[src/rtl/servo_pwm_posicionador.sv]
// rtl/servo_pwm_posicionador.sv - servo PWM generator with saturating position index and optional slew
// Width changes are applied only at the period boundary so an in-flight pulse is never cut or stretched.
module servo_pwm_posicionador #(
  parameter int PERIOD_CYCLES = 1_000_000,
  parameter int POS_BITS      = 2,
  parameter int MIN_PULSE     = 50_000,
  parameter int STEP_PULSE    = 16_667,
  parameter int RAMP_INC      = 0
) (
  input  logic                clock,
  input  logic                zera,
  input  logic                set_pos,
  input  logic [POS_BITS-1:0] pos_inicial,
  input  logic                direita,
  input  logic                esquerda,
  output logic                pwm,
  output logic [POS_BITS-1:0] pos,
  output logic                ocupado,
  output logic                fim_periodo,
  output logic                db_pwm
);

  localparam int CNT_W = $clog2(PERIOD_CYCLES + 1);
  localparam logic [CNT_W-1:0]    LAST    = CNT_W'(PERIOD_CYCLES - 1);
  localparam logic [CNT_W-1:0]    MIN_W   = CNT_W'(MIN_PULSE);
  localparam logic [CNT_W-1:0]    STEP_W  = CNT_W'(STEP_PULSE);
  localparam logic [CNT_W-1:0]    RAMP_W  = CNT_W'(RAMP_INC);
  localparam logic [POS_BITS-1:0] POS_MAX = '1;

  logic [CNT_W-1:0] cnt;
  logic [CNT_W-1:0] largura;
  logic [CNT_W-1:0] alvo;
  logic [CNT_W-1:0] prox_largura;
  logic [CNT_W-1:0] diff;
  logic             dir_d, esq_d;
  logic             dir_e, esq_e;
  logic             step_up, step_dn;

  assign dir_e   = direita & ~dir_d;
  assign esq_e   = esquerda & ~esq_d;
  // Simultaneous opposite edges cancel; saturation blocks the step at either end.
  assign step_up = dir_e & ~esq_e & (pos != POS_MAX);
  assign step_dn = esq_e & ~dir_e & (pos != '0);

  assign alvo        = MIN_W + CNT_W'(pos) * STEP_W;
  assign fim_periodo = (cnt == LAST);
  assign ocupado     = (largura != alvo);
  assign db_pwm      = pwm;

  always_comb begin
    prox_largura = alvo;
    diff         = '0;
    if (RAMP_INC != 0) begin
      if (alvo > largura) begin
        diff         = alvo - largura;
        prox_largura = (diff > RAMP_W) ? largura + RAMP_W : alvo;
      end else begin
        diff         = largura - alvo;
        prox_largura = (diff > RAMP_W) ? largura - RAMP_W : alvo;
      end
    end
  end

  always_ff @(posedge clock) begin
    if (zera) begin
      cnt     <= '0;
      pos     <= '0;
      largura <= MIN_W;
      dir_d   <= 1'b0;
      esq_d   <= 1'b0;
      pwm     <= 1'b0;
    end else begin
      pwm   <= (cnt < largura);
      dir_d <= direita;
      esq_d <= esquerda;
      if (fim_periodo) begin
        cnt     <= '0;
        largura <= prox_largura;
      end else begin
        cnt <= cnt + 1'b1;
      end
      if (set_pos)
        pos <= pos_inicial;
      else if (step_up)
        pos <= pos + 1'b1;
      else if (step_dn)
        pos <= pos - 1'b1;
    end
  end

endmodule

[config.mk]
export PLATFORM = sky130hd
export DESIGN_NAME = servo_pwm_posicionador
export DESIGN_NICKNAME = d
export VERILOG_FILES = /design/src/rtl/servo_pwm_posicionador.sv
export SDC_FILE = /design/constraint.sdc
export NUM_CORES = 1
export LEC_CHECK = 0
export BUFFER_PORTS_ARGS = -buffer_cell sky130_fd_sc_hd__buf_2
export CAP_MARGIN = 30
export CORE_MARGIN = 3
export CORE_UTILIZATION = 45
export DETAILED_ROUTE_END_ITERATION = 10
export PLACE_DENSITY_LB_ADDON = 0.05
export SYNTH_ARGS = -nofsm -noshare
export SYNTH_HDL_FRONTEND = slang
export SYNTH_SLANG_ARGS = --single-unit
[constraint.sdc]
create_clock -name clock -period 3.1 [get_ports clock]
set_input_delay 0.155 -clock clock [delete_from_list [all_inputs] [get_ports clock]]
set_output_delay 0.155 -clock clock [all_outputs]
set_load 0.01 [all_outputs]
==> impl_metrics.env <==
export IMPL_antenna_cells=0
export IMPL_dr_pass1_iters=4
export IMPL_syn_mean_instance_area_um2=8.68
export IMPL_yosysTopAreaCell="dfxtp_1"
export IMPL_clkLatencyLatePin_ns=0.29
export IMPL_fin_area_um2=2290
export IMPL_synth_edff_count=0
export IMPL_vias_per_cell=5.11
export IMPL_synth_seq_cells=37
export IMPL_status="finished, final reports clean"
export IMPL_core_region_area_um2=4470
export IMPL_die_x_um=75.2
export IMPL_num_io_pins=13
export IMPL_path_clk_slew_ns=0.07
export IMPL_initial_core_util=0.481
export IMPL_finalMaxSlewViolations=0
export IMPL_final_setup_viol_count=0
export IMPL_critPathLaunchType="register"
export IMPL_rows=24
export IMPL_grtUsageTotal=0.159
export IMPL_fin_setup_tns_ns=0
export IMPL_max_cap_viol_count=0
export IMPL_synth_fp_nets=278
export IMPL_worst_clock_skew_ns=0.00154
export IMPL_num_vias=1600
export IMPL_synthXorXnorAreaFrac=0.102
export IMPL_power_density_nw_per_um2=397
export IMPL_syn_area_um2=2150
export IMPL_antenna_found_initial=0
export IMPL_required_ns=2.94
export IMPL_ys_seq_area_frac=0.344
export IMPL_drc_errors=0
export IMPL_cts_root_buf="clkbuf_8"
export IMPL_slew_headroom=0.451
export IMPL_p_total_w=0.000910
export IMPL_routed_wirelength_um=4110
export IMPL_synthTopCellsByArea="dfxtp_1 34%, ha_1 13%, nor2_1 6.4%"
export IMPL_synth_compound_area_frac=0.0726
export IMPL_leakage_nw=0.995
export IMPL_synth_cells=248
export IMPL_grt_first_pass_wirelength_um=6690
export IMPL_areaGrowthSynthToFinish_pct=6.39
export IMPL_cp_slowest_cell="dfxtp_1"
export IMPL_cts_tree="done"
export IMPL_dpl_hpwl_um=3100
export IMPL_hold_violations=0
export IMPL_die_y_um=75.2
export IMPL_finalCritPeriodShare=0.816
export IMPL_cts_max_level=2
export IMPL_synth_top_cell_area_share=0.344
export IMPL_worstSetupPathType="reg -> out"
export IMPL_hp_class="in -> reg"
export IMPL_setup_ws_ns=0.571
export IMPL_crit_path_frequent_cell="ha_1"
export IMPL_path_cells="inv_1, ha_1, ha_1, xor2_1, nor4_1, and3_1, nand4_1, buf_2"
export IMPL_gp_congestion=0.757
export IMPL_place_ws_ns=0.871
export IMPL_clkSinkCount=37
export IMPL_cp_max_fo=8
export IMPL_synth_fa_ha_area_frac=0.134
export IMPL_gr_total_overflow=0
export IMPL_max_freq_mhz=395
export IMPL_placed_cell_area_um2=2210
export IMPL_ant_nets=0
export IMPL_port_buffers=12
export IMPL_synth_top_family_by_area="simple AND/OR/NAND/NOR gates"
export IMPL_rsz0062_at_grt="no"
export IMPL_cts_hold_buf=0
export IMPL_grt_pass1_vias=1391
export IMPL_nets=290
export IMPL_yosys_area_share_simple=0.243
export IMPL_num_fill_cells=457
export IMPL_grt_start_max_net_pins=21
export IMPL_synthMuxAreaShare=0.0424
export IMPL_wire_per_inst_um=13.1
export IMPL_dieArea_um2=5650
export IMPL_slowest_delay_ns=0.47
export IMPL_postCtsSetupBuffers=0
export IMPL_ys_flop_type="dfxtp_1"
export IMPL_critPathCaptureType="primary output"
export IMPL_cts_resized=0
export IMPL_drive_above_1_share=0.103
export IMPL_drtIter0Drc=71
export IMPL_min_period_ns=2.53
export IMPL_async_flop_share=0
export IMPL_yosysUniqueCellTypes=43
export IMPL_cts_buffers=5
export IMPL_cp_arrival_ns=2.37
export IMPL_yosys_warnings=0
export IMPL_ir_drop_mv=0.254
export IMPL_worst_slew_pin_slew_ns=0.817
export IMPL_cts_max_path_buffers=2
## synthesized netlist by cell type (2+ instances only)
cell / n
a211oi_1: 2
a21oi_1: 6
and3_1: 5
and3_2: 2
buf_4: 4
dfxtp_1: 37
ha_1: 23
inv_1: 16
mux2i_1: 8
nand2_1: 22
nand2b_1: 2
nand3_1: 7
nand4_1: 5
nor2_1: 37
nor2b_1: 6
nor3_1: 3
nor3b_1: 3
nor4_1: 4
o21ai_0: 6
o22ai_1: 3
or2_2: 2
xnor2_1: 10
xor2_1: 15
## per-layer routing
metal	GRT usage	wire, um	vias to the layer above
met5	0	0	-
met4	0.0699	76	0
met3	0.0360	72	7
met2	0.225	1720	8
met1	0.230	2240	718
li1	-	-	867
## where the power goes
part           switching (W)  internal (W)
Sequential        0.00000910      0.000483
Clock               0.000167      0.000160
Combinational      0.0000509     0.0000397
## flip-flops by register name, summed over array words and instances (netlist names)
register	flops
cnt	20
largura	12
pos	2
db_pwm	1
dir_d	1
esq_d	1
## area by class of cell
class,count,area (um^2),area share
inverters,16,60.1,0.0262
clock buffers,8,80.1,0.0350
repair buffers,13,67.6,0.0295
flip-flops and latches,37,741,0.323
multi-input cells,187,1280,0.558
well taps,52,65.1,0.0284
## kinds of logic after synthesis
kind of cell             Yosys count
multiplexers                       9
AND/OR/NAND/NOR                  106
buffers and inverters             24
adder cells (fa/ha/maj)           23
flip-flops                        37
XOR/XNOR                          25
AO/OA/AOI/OAI                     24
## layout by cell type, fill, tap and decap left out, types with 2 or more instances in the layout
cell and instances:
nand2_1 22, xnor2_1 10, clkbuf_1 3, buf_2 12
nor2_1 37, ha_1 23, nor2b_1 6, nor3_1 3
a211oi_1 2, nor4_1 4, a21oi_1 6, inv_1 16
nand4_1 5, xor2_1 15, o21ai_0 6, clkbuf_8 5
nor3b_1 3, nand3_1 7, dfxtp_1 37, or2_2 2
and3_2 2, mux2i_1 8, nand2b_1 2, o22ai_1 3
and3_1 5
## worst max-delay path, delay by kind of cell, from the launching register on
kind	cells	cell delay, ns
buffers and inverters	2	0.30
xor gates and xnor gates	1	0.16
and+or+nand+nor	3	0.53
DFF	1	0.47
adders and majority gates	2	0.63
## worst paths after layout
path	start	endpoint	slack, ns	cells past startpoint
max	pos[1]	ocupado	0.57	8
min	direita	dir_d	0.09	2
max reg2reg	cnt[8]	largura[15]	0.89	6
min reg2reg	cnt[0]	cnt[0]	0.47	1
## through the flow
stage           util  std cells  hold slack (ns)
3_5_place_dp   0.494        305            0.384
6_report       0.512        313           0.0927
2_1_floorplan      -        248            0.256
5_1_grt        0.512        313           0.0950
4_1_cts        0.512        313           0.0770
3_3_place_gp   0.494        305            0.376
No activity file was read; power rests on OpenSTA's default activity.
